[config.mk]
export PLATFORM = sky130hd
export DESIGN_NAME = cert_chain_responder
export DESIGN_NICKNAME = d
export VERILOG_FILES = /design/src/rtl/cert_chain_responder_pkg.sv /design/src/rtl/cert_chain_responder_prefetch_buf.sv /design/src/rtl/cert_chain_responder.sv
export SDC_FILE = /design/constraint.sdc
export NUM_CORES = 1
export LEC_CHECK = 0
export ABC_AREA = 1
export BUFFER_PORTS_ARGS = -buffer_cell sky130_fd_sc_hd__buf_2
export CORE_MARGIN = 4
export CORE_UTILIZATION = 35
export CTS_CLUSTER_SIZE = 10
export DETAILED_ROUTE_END_ITERATION = 8
export GPL_ROUTABILITY_DRIVEN = 0
export PLACE_DENSITY = 0.54
export SLEW_MARGIN = 0
export SYNTH_ARGS = -nofsm -noshare
export SYNTH_HDL_FRONTEND = slang
export SYNTH_SLANG_ARGS = --single-unit
[constraint.sdc]
create_clock -name clk -period 5.2 [get_ports clk]
set_clock_uncertainty 0.2 [all_clocks]
set_input_delay 1.3 -clock clk [delete_from_list [all_inputs] [get_ports clk]]
set_output_delay 1.3 -clock clk [all_outputs]
set_load 0.1 [all_outputs]
[src/rtl/cert_chain_responder_pkg.sv]
// Shared constants, state encoding and request layout for the GET_CERTIFICATE responder.
package cert_chain_responder_pkg;

  localparam logic [7:0] AUTH_PROTO_VER      = 8'h01;
  localparam logic [7:0] MSG_GET_CERTIFICATE = 8'h82;
  localparam logic [7:0] MSG_CERTIFICATE     = 8'h02;
  localparam logic [7:0] MSG_ERROR           = 8'h7F;

  localparam logic [7:0] ERR_NONE            = 8'h00;
  localparam logic [7:0] ERR_INVALID_REQUEST = 8'h01;
  localparam logic [7:0] ERR_INVALID_SLOT    = 8'h02;
  localparam logic [7:0] ERR_INVALID_RANGE   = 8'h03;

  // One-hot state encoding.
  localparam logic [4:0] ST_IDLE      = 5'b00001;
  localparam logic [4:0] ST_CHECK     = 5'b00010;
  localparam logic [4:0] ST_SEND_HDR  = 5'b00100;
  localparam logic [4:0] ST_SEND_DATA = 5'b01000;
  localparam logic [4:0] ST_FINISH    = 5'b10000;

  typedef struct packed {
    logic [7:0]  version;
    logic [7:0]  msg_type;
    logic [7:0]  slot;
    logic [7:0]  param2;
    logic [15:0] offset;
    logic [15:0] length;
  } get_cert_req_t;

  function automatic logic [16:0] min17(input logic [16:0] a, input logic [16:0] b);
    return (a < b) ? a : b;
  endfunction

endpackage

[src/rtl/cert_chain_responder_prefetch_buf.sv]
// Two-entry prefetch FIFO for certificate bytes; gates storage reads so returning data always has room.
module cert_prefetch_buf (
  input  logic       clk,
  input  logic       reset,
  input  logic       rd_want,
  output logic       rd_issue,
  input  logic [7:0] rd_data,
  input  logic       pop,
  output logic [7:0] head,
  output logic       head_valid
);

  logic [7:0] store [2];
  logic       wr_ptr;
  logic       rd_ptr;
  logic [1:0] count;
  logic       inflight;
  logic       pop_eff;
  logic [2:0] occ_next;

  assign head_valid = (count != 2'd0);
  assign head       = store[rd_ptr];
  assign pop_eff    = pop && head_valid;

  // Occupancy once this cycle's returning byte lands and this cycle's pop leaves;
  // a new read is allowed only if its data will find a free entry, and never while full.
  assign occ_next = {1'b0, count} + {2'b00, inflight} - {2'b00, pop_eff};
  assign rd_issue = rd_want && (count != 2'd2) && (occ_next < 3'd2);

  // NOTE: sequential state uses non-blocking assignments so every flop samples pre-edge values.
  always_ff @(posedge clk) begin
    if (reset) begin
      wr_ptr   <= 1'b0;
      rd_ptr   <= 1'b0;
      count    <= 2'd0;
      inflight <= 1'b0;
    end else begin
      inflight <= rd_issue;
      if (inflight) wr_ptr <= ~wr_ptr;
      if (pop_eff)  rd_ptr <= ~rd_ptr;
      count <= count + {1'b0, inflight} - {1'b0, pop_eff};
    end
  end

  // NOTE: the data array has no reset; count/pointers decide validity, so stale bytes are never seen.
  always_ff @(posedge clk) begin
    if (inflight) store[wr_ptr] <= rd_data;
  end

endmodule

[src/rtl/cert_chain_responder.sv]
// GET_CERTIFICATE responder: validates a request, then streams the CERTIFICATE or ERROR response bytewise.
module cert_chain_responder
  import cert_chain_responder_pkg::*;
#(
  parameter int SLOT_SHIFT = 10,
  parameter int ADDR_W     = 12,
  parameter int MAX_CHUNK  = 256
) (
  input  logic              clk,
  input  logic              reset,
  input  logic              req_valid,
  output logic              req_ready,
  input  logic [63:0]       req_msg,
  input  logic [3:0]        slot_provisioned,
  input  logic [63:0]       slot_len_flat,
  output logic              mem_rd,
  output logic [ADDR_W-1:0] mem_addr,
  input  logic [7:0]        mem_rdata,
  output logic              rsp_valid,
  output logic [7:0]        rsp_data,
  output logic              rsp_last,
  input  logic              rsp_ready,
  output logic              busy,
  output logic              done,
  output logic              err
);

  localparam int N_W = $clog2(MAX_CHUNK + 1);

  get_cert_req_t req_in;
  assign req_in = get_cert_req_t'(req_msg);

  logic unused_param2;
  assign unused_param2 = ^req_in.param2;

  logic [4:0]        state;
  logic [7:0]        ver_q;
  logic [7:0]        type_q;
  logic [7:0]        slot_q;
  logic [15:0]       off_q;
  logic [15:0]       len_q;
  logic              failed;
  logic [7:0]        hdr_b1;
  logic [7:0]        hdr_b2;
  logic [1:0]        hdr_idx;
  logic [N_W-1:0]    data_left;
  logic [N_W-1:0]    rd_left;
  logic [ADDR_W-1:0] rd_addr;

  logic [1:0]        slot_idx;
  logic [15:0]       slot_len;
  logic [16:0]       avail;
  logic [16:0]       take;
  logic [N_W-1:0]    chk_n;
  logic [7:0]        chk_code;
  logic [ADDR_W-1:0] start_addr;

  assign slot_idx   = slot_q[1:0];
  assign slot_len   = slot_len_flat[16*slot_idx +: 16];
  assign avail      = {1'b0, slot_len} - {1'b0, off_q};
  assign take       = min17(min17({1'b0, len_q}, avail), 17'(MAX_CHUNK));
  assign chk_n      = N_W'(take);
  assign start_addr = ADDR_W'({slot_idx, {SLOT_SHIFT{1'b0}}}) + ADDR_W'(off_q);

  // NOTE: every always_comb output gets a default first, so no path can infer a latch.
  always_comb begin
    chk_code = ERR_NONE;
    if (ver_q != AUTH_PROTO_VER || type_q != MSG_GET_CERTIFICATE)
      chk_code = ERR_INVALID_REQUEST;
    else if (slot_q > 8'd3 || !slot_provisioned[slot_idx])
      chk_code = ERR_INVALID_SLOT;
    else if (off_q >= slot_len || len_q == 16'd0)
      chk_code = ERR_INVALID_RANGE;
  end

  logic       in_hdr;
  logic       in_data;
  logic       rd_want;
  logic       buf_pop;
  logic [7:0] buf_head;
  logic       buf_valid;

  assign in_hdr  = (state == ST_SEND_HDR);
  assign in_data = (state == ST_SEND_DATA);

  // Reads start at header byte 2 so the FIFO holds one byte plus one in flight
  // when data begins, which keeps the stream gapless without ever reading into a full buffer.
  assign rd_want = (rd_left != '0) && (in_data || (in_hdr && hdr_idx[1]));
  assign buf_pop = in_data && buf_valid && rsp_ready;

  cert_prefetch_buf u_buf (
    .clk        (clk),
    .reset      (reset),
    .rd_want    (rd_want),
    .rd_issue   (mem_rd),
    .rd_data    (mem_rdata),
    .pop        (buf_pop),
    .head       (buf_head),
    .head_valid (buf_valid)
  );

  assign mem_addr  = rd_addr;
  assign req_ready = (state == ST_IDLE);
  assign busy      = (state == ST_CHECK) || in_hdr || in_data;
  assign done      = (state == ST_FINISH);
  assign err       = done && failed;
  assign rsp_valid = in_hdr || (in_data && buf_valid);
  assign rsp_last  = (in_hdr && hdr_idx == 2'd3 && data_left == '0) ||
                     (in_data && buf_valid && data_left == N_W'(1));

  always_comb begin
    rsp_data = 8'h00;
    if (in_hdr) begin
      case (hdr_idx)
        2'd0:    rsp_data = AUTH_PROTO_VER;
        2'd1:    rsp_data = hdr_b1;
        2'd2:    rsp_data = hdr_b2;
        default: rsp_data = 8'h00;
      endcase
    end else if (in_data && buf_valid) begin
      rsp_data = buf_head;
    end
  end

  always_ff @(posedge clk) begin
    if (reset) begin
      state     <= ST_IDLE;
      ver_q     <= '0;
      type_q    <= '0;
      slot_q    <= '0;
      off_q     <= '0;
      len_q     <= '0;
      failed    <= 1'b0;
      hdr_b1    <= '0;
      hdr_b2    <= '0;
      hdr_idx   <= '0;
      data_left <= '0;
      rd_left   <= '0;
      rd_addr   <= '0;
    end else begin
      unique case (state)
        ST_IDLE: begin
          if (req_valid) begin
            ver_q  <= req_in.version;
            type_q <= req_in.msg_type;
            slot_q <= req_in.slot;
            off_q  <= req_in.offset;
            len_q  <= req_in.length;
            state  <= ST_CHECK;
          end
        end
        ST_CHECK: begin
          failed    <= (chk_code != ERR_NONE);
          hdr_b1    <= (chk_code != ERR_NONE) ? MSG_ERROR : MSG_CERTIFICATE;
          hdr_b2    <= (chk_code != ERR_NONE) ? chk_code : slot_q;
          data_left <= (chk_code != ERR_NONE) ? '0 : chk_n;
          rd_left   <= (chk_code != ERR_NONE) ? '0 : chk_n;
          rd_addr   <= start_addr;
          hdr_idx   <= '0;
          state     <= ST_SEND_HDR;
        end
        ST_SEND_HDR: begin
          if (rsp_ready) begin
            hdr_idx <= hdr_idx + 2'd1;
            if (hdr_idx == 2'd3) state <= (data_left != '0) ? ST_SEND_DATA : ST_FINISH;
          end
        end
        ST_SEND_DATA: begin
          if (buf_pop) begin
            data_left <= data_left - N_W'(1);
            if (data_left == N_W'(1)) state <= ST_FINISH;
          end
        end
        ST_FINISH: state <= ST_IDLE;
        default:   state <= ST_IDLE;
      endcase
      if (mem_rd) begin
        rd_addr <= rd_addr + ADDR_W'(1);
        rd_left <= rd_left - N_W'(1);
      end
    end
  end

endmodule

## Word-level counts from Yosys, hierarchy flattened

Memories as Yosys holds them, arrays and structs flattened. A register that Yosys moved wholly into a read port is not among the register bits.
Index checks and enable logic that the tools add are counted.

- Add/subtract/negate cells: 10
- Magnitude comparators: 6
- Equal/unequal tests: 17
- Shift operators: 1
- Multiplexer cells: 32
- Bitwise logic cells: 2
- Reduce and logical (&&, ||, !) cells: 34

Operators by type and width:

| cell | count |
|---|---|
| variable part select 64 x 7 -> 16 bit | 1 |
| 2-to-1 mux 9 bit | 5 |
| 2-to-1 mux 5 bit | 6 |
| 2-to-1 mux 12 bit | 2 |
| 2-to-1 mux 8 bit | 3 |
| one-hot mux 8 bit (3 select lines) | 1 |
| one-hot mux 5 bit (4 select lines) | 1 |
| one-hot mux 9 bit (2 select lines) | 1 |
| nonzero test 9 bit | 2 |
| subtractor 9 x 1 -> 9 bit (second input constant) | 2 |
| < comparator 16 x 17 -> 1 bit | 1 |
| < comparator 17 x 9 -> 1 bit (second input constant) | 1 |
| 2-to-1 mux 17 bit | 1 |
| subtractor 16 x 16 -> 17 bit | 1 |
| greater-or-equal comparator 16 bit | 1 |
| logical NOT 16 bit | 1 |
| adder 12 x 1 -> 12 bit (second input constant) | 1 |
| adder 12 bit | 1 |
| logical AND 1 bit | 11 |
| == test 9 x 1 -> 1 bit (second input constant) | 1 |
| logical NOT 9 bit | 1 |
| greater-than comparator 8 x 2 -> 1 bit (second input constant) | 1 |
| logical OR 1 bit | 8 |
| 2-to-1 mux 2 bit | 4 |
| other kinds (29) | 44 |

- Register bits after elaboration: 115
- Memory bits (writable): 16
- Output and inout bits: 27
- Memories: 1

Memory list:

| name | words | bits a word | read ports | clocked after Yosys merged registers in | wr ports | line | text |
|---|---|---|---|---|---|---|---|
| u_buf.store | 2 | 8 | 1 | 1 | 1 | cert_chain_responder_prefetch_buf.sv:13 | `logic [7:0] store [2];` |

## Logic depth before layout (Yosys ltp)

- Depth in word-level cells: 10
- Depth in mapped cells: 33
- Mapped depth without buffers: 30

## By module

A second synthesis with hierarchy kept.

- Cell total of the unflattened synthesis: 1099
- Area total of the unflattened synthesis: 7777.5 um^2

By module, submodules not included:

| module | instances | cells an instance | area each (um^2) | sequential area each (um^2) |
|---|---|---|---|---|
| cert_chain_responder | 1 | 1034 | 6877.8 | 2062.0 |
| cert_prefetch_buf | 1 | 65 | 899.6 | 600.6 |

## Worst setup path before layout

Ideal clock, no wire load.

- Path type: input-to-output
- Start point: input rsp_ready
- End point: output mem_rd
- Data arrival time: 3.466 ns
- Required time: 3.700 ns
- Slack: 0.234 ns
- Stages: 13
- Path buffers: 2
- Path through: inv_1 > nor2_1 > ha_1 > inv_1 > ha_1 > inv_1 > fa_1 > or2_2 > a21boi_0 > nand2_1 > nor2_1 > buf_2 > buf_4

- Longest elaborated chain between the ends: 5

RTL lines:

| what | line | text |
|---|---|---|
| start: declaration | cert_chain_responder.sv:22 | `input logic rsp_ready,` |
| logical AND 1 bit | cert_chain_responder.sv:89 | `assign buf_pop = in_data && buf_valid && rsp_ready;` |
| logical AND 1 bit | cert_chain_responder_prefetch_buf.sv:23 | `assign pop_eff = pop && head_valid;` |
| named net u_buf.pop_eff | cert_chain_responder_prefetch_buf.sv:18 | `logic pop_eff;` |
| subtractor 3 x 1 -> 3 bit | cert_chain_responder_prefetch_buf.sv:27 | `assign occ_next = {1'b0, count} + {2'b00, inflight} - {2'b00, pop_eff};` |
| < comparator 3 x 2 -> 1 bit | cert_chain_responder_prefetch_buf.sv:28 | `assign rd_issue = rd_want && (count != 2'd2) && (occ_next < 3'd2);` |
| logical AND 1 bit | cert_chain_responder_prefetch_buf.sv:28 |  |
| end: declaration | cert_chain_responder.sv:16 | `output logic mem_rd,` |

The timed path passes the listed nets, and every way through them passes these cells.

## Final worst setup path

Same ends and word-level chain as after synthesis.

==> results.toml <==
[final_layout]
stdcell_count = 1561
drive_gt1_share_pct = 21.5
diodes = 0
syn_to_final_growth_pct = 22.1
design.final.nets = 1456

[timing]
fin_crit_sh_pct = 94.6
report.final.slew_viol_count = 0
setup_viol = 0
grt_setup_unrepaired = "false"
hold_viol = 0
clock.fmax_mhz = 203
max_slew_margin_pct = 46.9
tightest_slew_ns = 0.794
setup-tns-final_ns = 0
fin_crit_ns = 4.92

[critical_path]
endpoint_kind = "output pin"
rrSetupSlack_ns = 0.45
critPathSlowestCell = "fa_1"
cp-start-kind = "input pin"
crit_chain = "buf_2, inv_1, nor2_2, ha_1, inv_1, ha_1, inv_1, fa_1, or2_2, a21boi_0, nand2_1, nor2_1, buf_4, buf_12"
path_common_cell = "inv_1"
r2r-end = "data_left[4]"
critical_path_arrival_ns = 3.42
worst_r2r_path_depth = 28
max_stage_delay_ns = 0.37
criticalPathCategory = "in2out"
r2r_start = "slot_q[0]"
path_delay_family = "adder cells"
crit_buf_inv = 6
cp_max_fo = 3
required_ns = 3.70

[routing]
vias = 7699
dr_wl_met3_um = 1170
dr.pass1.iters = 5
met2_length_um = 10800
wirelength_um = 23100
vias_per_cell = 4.93
wl_per_cell_um = 14.8
dr.max_layer_used = "met5"
ant_nets = 0
drc = 0
drt_iter0_markers = 338
wl_met1_um = 10700

[grt]
grt_antenna_before_repair = 1
grt_pass1_wl_um = 36600
grt_overflow = 0
grt_usage_pct = 18.6
grt_max_degree = 56
grt_pass1_vias = 7182

[synth]
yosysSeqAreaShare_pct = 34.0
synth-edff-count = 16
syn_area_per_cell_um2 = 7.02
synth_area_um2 = 7840
ys_warn_count = 0
synth.net_count = 1305
ys_types = 59
synth_area_leaders = "dfxtp_1, nand2_1, inv_1"
synth_top_cell_by_area = "dfxtp_1"
synth_cells = 1117
synth_flop_cell = "dfxtp_1"
yosysTopAreaCellShare_pct = 27.8
async_flop_share_pct = 0
synth-seq-cells = 125

[clock_network]
clockBufferDepth = 2
cts_tree = "done"
clock_latency_ns = 0.41
cts.clk_slew.worst_paths_ns = 0.06
cts_made_buffers = 17
clock_sinks = 125
hold_buffers = 0
root_buffer = "clkbuf_16"
htreeDepth = 4

[outcome]
status = "finished clean"

[min_path]
min_path_cells = 2
min_from = "hdr_b2[3]"
hold_end = "hdr_b2[3]"
min_path_type = "reg2reg"

[die]
rows = 54
fp.dieW_um = 158
num_io_pins = 171
core_area_um2 = 22000
die_h_um = 158
initial_core_util_pct = 35.7
die_area_um2 = 24900

[placed_design]
post-dp-hpwl_um = 18000
placed_cells = 1529
numPortBuffers = 162

[pwr]
powerDensity_nw_per_um2 = 352
worst_ir_drop_vdd_v = 0.000162
leakagePower_nw = 4.35

[run]
maxCapViolCount = 0
cell families (layout without fill, tap and decap cells):
family          count (synthesis)  count (layout)  synth area share [%]
simple gates                  450             450                  26.6
compound gates                270             270                  19.2
buf+inv                       205             369                  10.3
flops                         125             125                  34.0
fa+ha+maj                      44              44                  7.21
xor+xnor                       15              15                  1.68
mux                             8               8                  1.02
synthesized netlist by cell type, types with 4 or more instances:
library cell	n
xor2_1	6
a21oi_1	94
nor4_1	8
o21ai_0	108
nor3_1	18
o22ai_1	18
ha_1	42
xnor2_1	9
a31oi_1	16
mux2i_1	8
nand2_2	9
nand3b_1	4
buf_2	5
o21ai_2	4
inv_2	12
nand3_1	64
nor2_1	93
inv_1	144
dfxtp_1	109
clkbuf_1	36
nand4_1	12
nand2_1	214
a21oi_2	11
nand3_2	10
edfxtp_1	16
through the flow:
stage               util, %  hold slack [ns]  cell area [um^2]  power (W)  worst slack [ns]
global route           43.6            0.257              9580    0.00360           0.00482
floorplan                 -            0.219              7840    0.00185             0.234
detailed placement     40.8            0.229              8960    0.00215            0.0401
global placement       40.8            0.227              8960    0.00214            0.0517
CTS                    43.6            0.239              9570    0.00341             0.123
finish                 43.6            0.235              9580    0.00337             0.279
area by class of cell:
type,instances,area [um^2]
Clock buffer,18,429
Clock inverter,14,183
Fill cell,2317,12400
Inverter,157,589
Multi-Input combinational cell,787,4400
Sequential cell,125,2660
Tap cell,280,350
Timing Repair Buffer,180,961
worst register-to-register path, delay by kind of cell (launching register included):
family / cells / cell delay, ns
adder cells (fa/ha/maj): 3 / 0.83
AND/OR/NAND/NOR: 20 / 2.27
AO/OA/AOI/OAI: 2 / 0.38
flip-flops: 1 / 0.33
buffers and inverters: 3 / 0.66
what timing repair did:
| item | CTS | global route |
|---|---|---|
| endpoints found under the setup margin | 0 | 1 |
| resized for setup | 0 | 2 |
| setup buffers | 0 | 0 |
worst max path at each step:
stage | from | to | cells after the start
global route | slot_q[0] | data_left[6] | 28
finish | rsp_ready | mem_rd | 14
detailed placement | slot_len_flat[48] | data_left[6] | 28
CTS | state[1] | mem_rd | 16
floorplan | rsp_ready | mem_rd | 13
global placement | slot_len_flat[48] | data_left[6] | 28
layer usage:
| layer | GRT usage, % | up-vias |
|---|---|---|
| li1 | - | 4032 |
| met1 | 24.3 | 3446 |
| met2 | 31.1 | 192 |
| met3 | 4.32 | 27 |
| met4 | 4.75 | 2 |
| met5 | 0 | - |
cells in the final DEF, fill, tap and decap left out, types with 16 or more instances in the layout:
master,count
inv_1,143
clkbuf_16,17
nand3_1,64
buf_2,161
buf_4,18
a31oi_1,16
a21oi_1,94
o21ai_0,108
nand2_1,213
edfxtp_1,16
ha_1,42
dfxtp_1,109
o22ai_1,18
nor2_1,92
nor3_1,18
sequential cells by signal (all words and copies together) (netlist names), named ones only:
signal	flops
hdr_idx	2
len_q	16
state	5
ver_q	8
data_left	9
u_buf.wr_ptr	1
u_buf.inflight	1
u_buf.rd_ptr	1
u_buf.store	16
u_buf.count	2
rd_left	9
hdr_b2	8
hdr_b1	2
type_q	8
mem_addr	12
slot_q	8
off_q	16
where the power goes:
part	switching [W]	total, W	internal [W]
combinational	0.000698	0.00106	0.000366
sequential	0.0000335	0.00106	0.00103
clock	0.000478	0.00124	0.000765
total	0.00121	0.00337	0.00216
(Power assumes the default switching activity.)
